--- config.mk ---
export PLATFORM = sky130hd
export DESIGN_NAME = prio_arbiter_flat
export DESIGN_NICKNAME = d
export VERILOG_FILES = /design/src/rtl/prio_arbiter_pkg.sv /design/src/rtl/prio_arbiter_if.sv /design/src/rtl/prio_enc_n.sv /design/src/rtl/prio_arbiter.sv /design/src/flat_wrapper.sv
export SDC_FILE = /design/constraint.sdc
export NUM_CORES = 1
export LEC_CHECK = 0
export ABC_AREA = 1
export CORE_MARGIN = 1.5
export CORE_UTILIZATION = 54
export DETAILED_ROUTE_END_ITERATION = 16
export PLACE_DENSITY = 0.8
export SLEW_MARGIN = 20
export SYNTH_ARGS = -nofsm -noshare
export SYNTH_HDL_FRONTEND = slang
export SYNTH_SLANG_ARGS = --single-unit
--- constraint.sdc ---
create_clock -name clk -period 2.3 [get_ports clk]
set_input_delay 0.69 -clock clk [delete_from_list [all_inputs] [get_ports clk]]
set_output_delay 0.69 -clock clk [all_outputs]
set_load 0.005 [all_outputs]
--- src/rtl/prio_arbiter_pkg.sv ---
// Shared types and helpers for the N-requester priority arbiter.
//   arb_state_t : FSM state (IDLE, GRANT)
//   arb_mode_t  : arbitration mode (FIXED = 0, RR = 1)
//   onehot(idx) : one-hot vector of width MAX_N with bit idx set
package prio_arbiter_pkg;

    localparam int unsigned MAX_N = 32;

    typedef enum logic {
        IDLE  = 1'b0,
        GRANT = 1'b1
    } arb_state_t;

    typedef enum logic {
        FIXED = 1'b0,
        RR    = 1'b1
    } arb_mode_t;

    function automatic logic [MAX_N-1:0] onehot(input int unsigned idx);
        return {{(MAX_N-1){1'b0}}, 1'b1} << idx;
    endfunction

endpackage

--- src/rtl/prio_arbiter_if.sv ---
// Request/grant bundle between the requesting agents and the arbiter.
//   req     : level request per agent            (master -> slave)
//   mode    : 0 = fixed priority, 1 = round-robin (master -> slave)
//   gnt     : registered one-hot grant            (slave -> master)
//   gnt_idx : binary index of the granted agent   (slave -> master)
//   gnt_vld : a grant is active                   (slave -> master)
interface prio_arbiter_if #(
    parameter int N  = 8,
    parameter int IW = $clog2(N)
);
    logic [N-1:0]  req;
    logic          mode;
    logic [N-1:0]  gnt;
    logic [IW-1:0] gnt_idx;
    logic          gnt_vld;

    modport master (output req, mode, input gnt, gnt_idx, gnt_vld);
    modport slave  (input req, mode, output gnt, gnt_idx, gnt_vld);
endinterface

--- src/rtl/prio_enc_n.sv ---
// Parametrised combinational priority encoder; the highest set index wins.
//   in  : candidate vector
//   idx : index of the highest set bit (0 when none)
//   vld : at least one bit of in is set
module prio_enc_n #(
    parameter int N  = 8,
    parameter int IW = $clog2(N)
) (
    input  logic [N-1:0]  in,
    output logic [IW-1:0] idx,
    output logic          vld
);
    // Ascending scan: the last set bit seen overwrites earlier ones.
    always_comb begin
        idx = '0;
        vld = 1'b0;
        for (int unsigned i = 0; i < N; i++) begin
            if (in[i]) begin
                idx = IW'(i);
                vld = 1'b1;
            end
        end
    end
endmodule

--- src/rtl/prio_arbiter.sv ---
// N-requester arbiter with registered grant, fixed-priority and
// round-robin modes, and a bounded hold time in round-robin mode.
//   clk   : clock, all state changes on the rising edge
//   rst_n : asynchronous active-low reset
//   bus   : request/grant bundle (slave side): req, mode in;
//           gnt, gnt_idx, gnt_vld out (all registered)
module prio_arbiter
    import prio_arbiter_pkg::*;
#(
    parameter int N        = 8,
    parameter int IW       = $clog2(N),
    parameter int MAX_HOLD = 16
) (
    input  logic          clk,
    input  logic          rst_n,
    prio_arbiter_if.slave bus
);
    localparam logic [7:0] HOLD_LAST = 8'(MAX_HOLD - 1);

    arb_state_t    state;
    logic [N-1:0]  gnt_q;
    logic [IW-1:0] idx_q;
    logic          vld_q;
    logic [7:0]    hold_cnt;
    logic [IW-1:0] ptr;

    logic          mode_rr;
    logic          holder_req;
    logic          expire;
    logic          take;
    logic [N-1:0]  holder_mask;
    logic [N-1:0]  cand;
    logic [N-1:0]  below;
    logic [IW-1:0] all_idx;
    logic [IW-1:0] low_idx;
    logic [IW-1:0] win_idx;
    logic          all_vld;
    logic          low_vld;

    assign mode_rr    = (arb_mode_t'(bus.mode) == RR);
    assign holder_req = bus.req[idx_q];
    assign expire     = mode_rr && (hold_cnt == HOLD_LAST);

    // Masking the holder is only needed at expiry; on release the holder
    // is not requesting, so the same candidate vector serves every case.
    assign holder_mask = (state == GRANT) ? N'(onehot(32'(idx_q))) : '0;
    assign cand        = bus.req & ~holder_mask;
    assign below       = cand & ((N'(1) << ptr) - N'(1));

    prio_enc_n #(.N(N), .IW(IW)) u_enc_all (
        .in  (cand),
        .idx (all_idx),
        .vld (all_vld)
    );

    prio_enc_n #(.N(N), .IW(IW)) u_enc_low (
        .in  (below),
        .idx (low_idx),
        .vld (low_vld)
    );

    // Round-robin: search below the pointer first, then wrap to the top.
    assign win_idx = (mode_rr && low_vld) ? low_idx : all_idx;
    assign take    = all_vld && ((state == IDLE) || !holder_req || expire);

    // A new grant is taken ahead of the per-state handling, since IDLE,
    // release and expiry all load the grant identically.
    always_ff @(posedge clk or negedge rst_n) begin
        if (!rst_n) begin
            state    <= IDLE;
            gnt_q    <= '0;
            idx_q    <= '0;
            vld_q    <= 1'b0;
            hold_cnt <= '0;
            ptr      <= IW'(N - 1);
        end else if (take) begin
            state    <= GRANT;
            gnt_q    <= N'(onehot(32'(win_idx)));
            idx_q    <= win_idx;
            vld_q    <= 1'b1;
            hold_cnt <= '0;
            ptr      <= win_idx;
        end else begin
            case (state)
                IDLE: ;
                GRANT: begin
                    if (!holder_req) begin
                        state <= IDLE;
                        gnt_q <= '0;
                        idx_q <= '0;
                        vld_q <= 1'b0;
                    end else if (expire) begin
                        hold_cnt <= '0;
                    end else if (hold_cnt != HOLD_LAST) begin
                        hold_cnt <= hold_cnt + 8'd1;
                    end
                end
                default: state <= IDLE;
            endcase
        end
    end

    assign bus.gnt     = gnt_q;
    assign bus.gnt_idx = idx_q;
    assign bus.gnt_vld = vld_q;

endmodule
--- src/flat_wrapper.sv ---
// flat-port wrapper written by rule: the top's interface ports become plain ports
module prio_arbiter_flat import prio_arbiter_pkg::*;
#(
    parameter int N        = 8,
    parameter int IW       = $clog2(N),
    parameter int MAX_HOLD = 16
)
  (clk, rst_n, bus_req, bus_mode, bus_gnt, bus_gnt_idx, bus_gnt_vld);
  prio_arbiter_if #(.N(N), .IW(IW)) bus_i ();
  input  logic clk;
  input  logic rst_n;
  input wire logic [$bits(bus_i.req)-1:0] bus_req;
  input wire logic [$bits(bus_i.mode)-1:0] bus_mode;
  output wire logic [$bits(bus_i.gnt)-1:0] bus_gnt;
  output wire logic [$bits(bus_i.gnt_idx)-1:0] bus_gnt_idx;
  output wire logic [$bits(bus_i.gnt_vld)-1:0] bus_gnt_vld;
  assign bus_i.req = bus_req;
  assign bus_i.mode = bus_mode;
  assign bus_gnt = bus_i.gnt;
  assign bus_gnt_idx = bus_i.gnt_idx;
  assign bus_gnt_vld = bus_i.gnt_vld;
  prio_arbiter #(.N(N), .IW(IW), .MAX_HOLD(MAX_HOLD)) u_core (.clk(clk), .rst_n(rst_n), .bus(bus_i));
endmodule
==> results.md, run 1 <==
- Final-stage net count: 301
- Post-route ant nets: 0
- Worst-Skew Late Latency: 320 ps
- Critical Path Fanout Max: 9
- CTS tree: built
- Setup crit start kind: register
- Initial antenna violation count: 0
- Die Ht: 58.6 um
- Worst hold slack: 494 ps
- Number of H-tree levels: 1
- Sequential area share after synthesis: 36.3%
- Synth cell count leaders: nand2_1 (85), inv_1 (25), nand3_1 (22), dfrtp_1 (21), nor2_1 (17)
- DRC viols: 0
- Placed Instances: 312
- Syn Nets: 258
- Adder-Cell Fraction of Synth Area: 1.50%
- VDD IR max: 0.757 mV
- # diodes: 0
- Total clock sinks: 24
- Largest family of logic cells by synthesized area: simple AND/OR/NAND/NOR gates
- Async set-reset flop share out of synthesis: 100%
- Pre-CTS WS: -214 ps
- Clock skew: 5.96 ps
- Worst slew pin tran: 287 ps
- Top post-synthesis cells by area: dfrtp_1 (32%), nand2_1 (19%), nand3_1 (6.6%)
- Cell variety after synth: 27
- Compound-Gate Fraction of Synth Area: 11.3%
- Mux share of post-synthesis cell area: 0%
- Area leader, netlist: dfrtp_1
- Xor and xnor area share after synthesis: 2.10%
- Initial core utilization: 58.4%
- Number of synthesized flops with an enable pin: 0
- Switching part of the total: 46.2%
- Sequential power share: 25.2%
- Post-Layout Cell Count: 318
- Final Hold Viols: 0
- Clk slew on worst S/H paths: 130 ps
- Detailed Routing Iterations Pass 1: 4
- Clock period minus final worst setup slack: 2170 ps
- Routed WL per cell: 12.0 um
- Total GRT Usage: 24.7%
- GPL Wtd Cong: 0.886
- Vias per inst: 5.26
- Synth Cell Area: 0.00167 mm2
- Routed vias: 1673
- Fill cells: 243
- Cell Rows: 19
- Root Driver: clkbuf_4
- HP Class: reg -> reg
- Crit end category: register
- Pin count of the biggest net entering global routing: 25
- Drt first-iter violations: 82
- Share of the synthesized area in the top cell type: 31.5%
- Clock Path Buffers: 2
- First-pass GRT wire length: 6520 um
- Width of the die: 58.6 um
- Number of global-route vias before repair: 1537
- Clock Power Share: 10.9%
- Critical Path AT: 2440 ps
- Post-route worst setup slack: 128 ps
- Share of cells above drive strength 1: 20.9%
- CTS buffer count: 3
- Final max-slew violation count: 0
- Relative slew slack: 80.8%
- Detailed placement HPWL: 2970 um
- Cts hold-fix bufs: 0
- Post-synthesis cell count: 245
- CORE AREA: 0.00285 mm2
- Main flop type after synthesis: dfrtp_1
- Area grow syn2layout: 28.6%
- Peak Freq: 0.460 GHz
- P_int: 0.00150 W
- Leak pwr: 1.10 nW
- Simple-gate share of the synthesized area: 39.6%
- Post-synthesis area per instance: 6.80 um2
- Pwr Density: 1300 mW/mm2
- Final Cycle Share: 94.5%
- Total gr overflow: 0
- IO Count: 23
- Psw: 0.00129 W
- Crit Path Class: reg -> reg
- Routed WL: 3810 um
- Count leader, synth: nand2_1
- Yosys reg bits: 24
- Die area: 0.00343 mm2
- Status: finished, final reports clean
- Max-cap viol count: 0
- CP Data Required Time: 2570 ps
- Comb pwr share: 63.9%
- Syn. warnings: 0
- Final setup fails: 0
- PortBufs: 22
## layer usage
| metal | share of wire (%) | global-route usage [%] | vias to the layer above |
|---|---|---|---|
| li1 | - | - | 872 |
| met3 | 5.0 | 3.96 | 4 |
| met1 | 49 | 34.6 | 750 |
| met5 | 0 | 0 | - |
| met4 | 0.58 | 5.98 | 0 |
| met2 | 46 | 40.0 | 47 |
## cell type report
class	count	area (um2)	share of cell area, %
Clock inverter	1	30.0	1.40
Multi-Input combinational cell	185	948	44.2
Tap cell	31	38.8	1.81
Sequential cell	24	604	28.2
Timing Repair Buffer	41	375	17.5
Clock buffer	3	22.5	1.05
Inverter	33	124	5.78
## power groups by stage
stage          combinational (W)  clock, W  sequential (W)
6_report                 0.00178  0.000305        0.000703
5_1_grt                  0.00202  0.000323        0.000719
4_1_cts                  0.00167  0.000314        0.000697
3_5_place_dp             0.00165         0        0.000705
3_3_place_gp             0.00163         0        0.000703
2_1_floorplan            0.00110         0        0.000691
## state kept, by name, summed over array words and instances, names as in the netlist
register,count
u_core.ptr,3
u_core.hold_cnt,8
u_core.bus.gnt_vld,1
u_core.bus.gnt_idx,3
u_core.state,1
u_core.bus.gnt,8
## logic make-up after synthesis
group | count (synthesis)
simple gates | 147
buf+inv | 36
compound gates | 32
flops | 24
xor+xnor | 4
fa+ha+maj | 2
## metrics by stage
step           area (um2)  total power, W  TNS, ps  utilization, %
2_1_floorplan        1670         0.00179        0               -
3_3_place_gp         2040         0.00234    -2080            71.4
3_5_place_dp         2040         0.00236    -2760            71.4
4_1_cts              2090         0.00268        0            73.3
5_1_grt              2140         0.00306     -474            75.1
6_report             2140         0.00279        0            75.1
## placed cells by master, fill, tap and decap left out, drive strengths merged, types with 3 or more instances in the layout
cell | Yosys | final
clkbuf | 0 | 3
a21oi | 5 | 5
nand4 | 6 | 6
buf | 3 | 19
nand3b | 3 | 3
nor2 | 22 | 22
dfstp | 3 | 3
nand3 | 23 | 23
clkdlybuf4s50 | 0 | 22
inv | 33 | 33
nand2 | 91 | 91
o21ai | 22 | 22
xor2 | 4 | 4
dfrtp | 21 | 21
## final timing paths
| check | from | endpoint | slack (ps) | cells past startpoint |
|---|---|---|---|---|
| setup / recovery | u_core.ptr[2] | u_core.bus.gnt[7] | 130 | 15 |
| hold / removal | u_core.bus.gnt[3] | u_core.bus.gnt[3] | 490 | 2 |
| setup reg to reg | u_core.ptr[2] | u_core.bus.gnt[7] | 130 | 15 |
| hold reg to reg | u_core.bus.gnt[3] | u_core.bus.gnt[3] | 490 | 2 |
| max in group asynchronous | rst_n | u_core.ptr[0] | 1320 | 2 |
| min in group asynchronous | rst_n | u_core.bus.gnt[3] | 710 | 2 |
## worst max-delay path, cell delays in order (launching register included)
cell     delay (ps)
dfstp_2         560
inv_2            70
nand3_2         100
ha_4            150
nand2_1          80
nand2_1          60
nand3_1         110
nor2_2          210
nor2_1          100
nand2_2         100
nand2_4         100
nand2_1          80
nand2_1          80
nor2_4          170
nand3_1          90
nand2_1          60
## repair_timing
| item | in CTS | in global routing |
|---|---|---|
| hold endpoints to repair | 0 | 0 |
| buffers inserted | 0 | 2 |
| endpoints found under the setup margin | 10 | 14 |
| resized for setup | 1 | 9 |
| pin swaps | 0 | 3 |
Power figures use the tool's default switching activity.
==> run 2, diff against run 1 <==
--- a/config.mk
+++ b/config.mk
@@ -7,9 +7,9 @@
 export LEC_CHECK = 0
 export ABC_AREA = 1
 export CORE_MARGIN = 1.5
-export CORE_UTILIZATION = 54
+export CORE_UTILIZATION = 59
 export DETAILED_ROUTE_END_ITERATION = 16
-export PLACE_DENSITY = 0.8
+export PLACE_DENSITY = 0.86
 export SLEW_MARGIN = 20
 export SYNTH_ARGS = -nofsm -noshare
 export SYNTH_HDL_FRONTEND = slang
==> constraint.sdc (replaced) <==
create_clock -name clk -period 2.7 [get_ports clk]
set_input_delay 0.81 -clock clk [delete_from_list [all_inputs] [get_ports clk]]
set_output_delay 0.81 -clock clk [all_outputs]
set_load 0.005 [all_outputs]
==> run 2 against run 1 <==
  * Sequential share of layout area rose by 2.6 points
  * Via count fell by 3.8%
  * Worst hold slack improved by 6.4 ps
  * Critical path depth fell by 2
  * Final area fell by 8.4%
  * Routed wire length fell by 4.2%
  * Combinational power fell by 30%
  * Highest routed layer unchanged
  * Clock skew rose by 2.7 ps
  * Die area fell by 8.0%
  * Setup slack improved by 160 ps
==> results.md, run 2 (synthesis results as in run 1) <==
- Critical Path AT: 2650 ps
- CTS tree: built
- Final-stage net count: 284
- GPL Wtd Cong: 0.949
- Number of H-tree levels: 1
- Total GRT Usage: 24.9%
- Total gr overflow: 0
- Final max-slew violation count: 0
- Cell Rows: 19
- Critical Path Fanout Max: 9
- Crit end category: register
- Fill cells: 229
- Clk slew on worst S/H paths: 130 ps
- Number of global-route vias before repair: 1483
- HP Class: reg -> reg
- # resized after CTS: 0
- CP Data Required Time: 2940 ps
- Worst-Skew Late Latency: 310 ps
- Cts hold-fix bufs: 0
- Die area: 0.00315 mm2
- VDD IR max: 0.793 mV
- Status: finished, final reports clean
- Post-route ant nets: 0
- Worst slew pin tran: 303 ps
- PortBufs: 22
- Setup crit start kind: register
- Most frequent cells in the layout: nand2_1 (85), inv_1 (25), nand3_1 (22), clkdlybuf4s50_1 (22), dfrtp_1 (21)
- Routed WL: 3650 um
- DRC viols: 0
- RSZ-0062 raised after global routing: no
- Crit Path Class: reg -> reg
- CTS buffer count: 3
- # diodes: 0
- Sequential Area: 604 um2
- Placed inst area: 0.00191 mm2
- Final Hold Viols: 0
- Post-Layout Cell Count: 301
- First-pass GRT wire length: 6320 um
- IO Count: 23
- Final instance area: 0.00196 mm2
- Clock Path Buffers: 2
- Final setup fails: 0
- Share of cells above drive strength 1: 13.0%
- Multi-input gate area: 908 um2
- Final Cycle Share: 89.2%
- Detailed placement HPWL: 2770 um
- Detailed Routing Iterations Pass 1: 5
- Relative slew slack: 79.8%
- Root Driver: clkbuf_4
- Vias per inst: 5.35
- Placed Instances: 297
- Commonest non-fill, non-tap cell in the layout: nand2_1
- Die Ht: 56.2 um
- Routed WL per cell: 12.1 um
- Clock skew: 8.70 ps
- Initial antenna violation count: 0
- Initial core utilization: 61.5%
- Drt first-iter violations: 53
- Number of setup buffers added after CTS: 0
- Peak Freq: 0.415 GHz
- Setup total negative slack: 0 ps
- Width of the die: 56.2 um
- Routed vias: 1609
- Pwr Density: 1080 mW/mm2
- CORE AREA: 0.00271 mm2
- Leak pwr: 1.01 nW
- Clock period minus final worst setup slack: 2410 ps
- Area grow syn2layout: 17.8%
- Pin count of the biggest net entering global routing: 25
- Max-cap viol count: 0
- Total clock sinks: 24
run 2: cell types whose count changed in the layout (fill, tap and decap cells not counted), sizes merged:
| cell | delta |
|---|---|
| buf | -17 |
run 2: per-layer routing:
metal | share of wire, % | vias up | wire length (um) | track usage [%]
li1 | - | 838 | - | -
met1 | 50 | 733 | 1820 | 34.5
met2 | 46 | 36 | 1670 | 40.3
met3 | 4.1 | 2 | 148 | 5.58
met4 | 0.41 | 0 | 15 | 5.10
met5 | 0 | - | 0 | 0
run 2: path summary, 6_finish.rpt:
kind | slack (ps) | from | end | cells after the start
max in group asynchronous | 1600 | rst_n | u_core.ptr[0] | 2
worst min register to register | 500 | u_core.bus.gnt[7] | u_core.bus.gnt[7] | 2
worst min-delay path | 500 | u_core.bus.gnt[7] | u_core.bus.gnt[7] | 2
min in group asynchronous | 820 | rst_n | u_core.bus.gnt[3] | 2
worst max register to register | 290 | u_core.ptr[1] | u_core.bus.gnt_idx[1] | 13
worst max-delay path | 290 | u_core.ptr[1] | u_core.bus.gnt_idx[1] | 13
run 2: area by class of cell:
type | instances | share of cell area [%]
multi-input combinational | 185 | 46.3
sequential | 24 | 30.8
timing repair buffer | 24 | 12.0
inverter | 33 | 6.31
tap | 31 | 1.98
clock inverter | 1 | 1.53
clock buffer | 3 | 1.15
run 2: stage by stage:
step / hold slack [ps] / worst slack (ps) / utilization [%] / total power (W)
finish: 501 / 290 / 72.4 / 0.00212
global route: 519 / 50.4 / 72.4 / 0.00232
CTS: 503 / 301 / 72.4 / 0.00212
detailed placement: 468 / 102 / 70.5 / 0.00186
global placement: 465 / 90.3 / 70.5 / 0.00184
floorplan: 465 / 653 / - / 0.00152
run 2: where the power goes:
| part | internal [W] | switching [W] |
|---|---|---|
| Combinational | 0.000469 | 0.000785 |
| Sequential | 0.000498 | 0.000120 |
| Clock | 0.000150 | 0.000102 |
| Total | 0.00112 | 0.00101 |
run 2: worst max-delay path, cell delays in order (launching register included):
cell and delay, ps:
dfstp_2 610, inv_1 110, nand3_1 130, ha_1 240
nand2_1 100, nand2_1 60, nand3_1 80, nor2_1 200
nor2_1 90, nand2_1 100, nand2_2 120, o21ai_2 250
nand2_1 130, o21ai_1 110
==> run 3, diff against run 2 <==
==> constraint.sdc (replaced) <==
create_clock -name clk -period 2.7 [get_ports clk]
set_input_delay 0.27 -clock clk [delete_from_list [all_inputs] [get_ports clk]]
set_output_delay 0.27 -clock clk [all_outputs]
set_load 0.005 [all_outputs]
==> run 3 against run 2 <==
  * Global-route usage up 1.3 points
  * Setup slack gained 25 ps
  * Sequential cell count unchanged
  * Non-clock buffer count down 1
  * Clock power rose by 8.3%
  * Sequential power shrank 2%
  * Register-to-register slack better by 20 ps
==> results.md, run 3 (synthesis results as in run 1) <==
- Cts hold-fix bufs: 0
- VDD IR max: 0.722 mV
- CP Data Required Time: 2940 ps
- Comb pwr share: 59.1%
- Most frequent cells in the layout: nand2_1 (85), inv_1 (25), nand3_1 (22), clkdlybuf4s50_1 (22), dfrtp_1 (21)
- Number of global-route vias before repair: 1473
- Number of H-tree levels: 1
- IO Count: 23
- Routed WL: 3650 um
- Final setup fails: 0
- Clock skew: 9.50 ps
- Leak pwr: 1.01 nW
- Clk slew on worst S/H paths: 150 ps
- Setup total negative slack: 0 ps
- Critical Path AT: 2630 ps
- RSZ-0062 raised after global routing: no
- HP Class: in -> async
- Die Ht: 56.2 um
- Routed WL per cell: 12.2 um
- GPL Wtd Cong: 0.902
- Cell Rows: 19
- Post-route worst setup slack: 315 ps
- Total gr overflow: 0
- Final-stage net count: 283
- CORE AREA: 0.00271 mm2
- # resized after CTS: 0
- CTS tree: built
- Peak Freq: 0.419 GHz
- Detailed placement HPWL: 2730 um
- Area grow syn2layout: 17.5%
- Pre-CTS WS: 386 ps
- Routed vias: 1602
- Critical Path Fanout Max: 9
- Psw: 0.00104 W
- Crit Path Class: reg -> reg
- Crit path largest cell delay: 610 ps
- Tot Pwr: 0.00215 W
- Clock Power Share: 12.7%
- Crit end category: register
- Sequential power share: 28.3%
- Worst-Skew Late Latency: 330 ps
- Detailed Routing Iterations Pass 1: 4
- Most frequent CP cell: nand2_1
- Setup crit start kind: register
- Total clock sinks: 24
- Clock period minus final worst setup slack: 2380 ps
- Vias per inst: 5.34
- # diodes: 0
- Root Driver: clkbuf_4
- Final Hold Viols: 0
- Worst path cell trace: inv_1 -> nand3_1 -> ha_1 -> nand4_1 -> nand3_1 -> nand2_1 -> nor2_1 -> nand2_1 -> nand2_2 -> inv_1 -> nand2_1 -> nand2_1 -> nand3_1 -> nand2_1
- Worst slew pin tran: 533 ps
- Final Cycle Share: 88.3%
- Drt first-iter violations: 94
- Share of cells above drive strength 1: 13.0%
- Initial antenna violation count: 0
- Total GRT Usage: 26.2%
- Max-cap viol count: 0
- First-pass GRT wire length: 6490 um
- Pwr Density: 1100 mW/mm2
- P_int: 0.00112 W
- CTS buffer count: 3
- Post-route ant nets: 0
- Clock Path Buffers: 2
- Status: finished, final reports clean
- Die area: 0.00315 mm2
- Number of setup buffers added after CTS: 0
- Relative slew slack: 64.5%
- DRC viols: 0
- Initial core utilization: 61.5%
- Slowest stage cell, crit path: dfstp_2
- Commonest non-fill, non-tap cell in the layout: nand2_1
- PortBufs: 22
- Final max-slew violation count: 0
- Switching part of the total: 48.1%
- Width of the die: 56.2 um
- Pin count of the biggest net entering global routing: 25
## run 3: power groups by stage
stage                     Combinational (W)  Clock, W  Sequential [W]
after global routing                0.00146  0.000289        0.000628
after global placement              0.00124         0        0.000609
after floorplan                    0.000935         0        0.000589
after detailed placement            0.00125         0        0.000615
after CTS                           0.00126  0.000274        0.000610
final                               0.00127  0.000273        0.000608
## run 3: layer usage
metal	GRT usage (%)	routed length, um	part of all wire (%)	up-vias
li1	-	-	-	829
met1	37.9	1710	47	713
met2	39.8	1650	45	55
met3	2.79	232	6.4	5
met4	11.2	56	1.5	0
met5	0	0	0	-
## run 3: metrics by stage
stage               hold slack, ps  cell area [um2]  cells  util (%)
finish                         273             1960    300      72.3
CTS                            288             1960    300      72.2
global placement               462             1900    296      70.2
detailed placement             465             1900    296      70.2
global route                   309             1960    300      72.3
floorplan                    -25.6             1670    245         -
## run 3: worst max-delay path: cells and delay by family (launching register included)
family	cells	cell delay (ps)
flops	1	610
buf+inv	2	190
fa+ha+maj	1	240
simple gates	11	1250
## run 3: final cells by class
cell class | instances | area [um2]
inverter | 33 | 124
tap | 31 | 38.8
timing repair buffer | 23 | 228
clock buffer | 3 | 22.5
multi-input combinational | 185 | 911
fill | 221 | 752
clock inverter | 1 | 30.0
sequential | 24 | 604
## run 3: worst paths after layout
kind	cells past startpoint	from	end	slack (ps)
worst max-delay path	14	u_core.ptr[1]	u_core.bus.gnt[1]	320
worst min-delay path	2	rst_n	u_core.bus.gnt[1]	270
worst max register to register	14	u_core.ptr[1]	u_core.bus.gnt[1]	320
worst min register to register	2	u_core.bus.gnt[5]	u_core.bus.gnt[5]	500
max in group asynchronous	2	rst_n	u_core.ptr[2]	2150
min in group clk	2	u_core.bus.gnt[5]	u_core.bus.gnt[5]	500
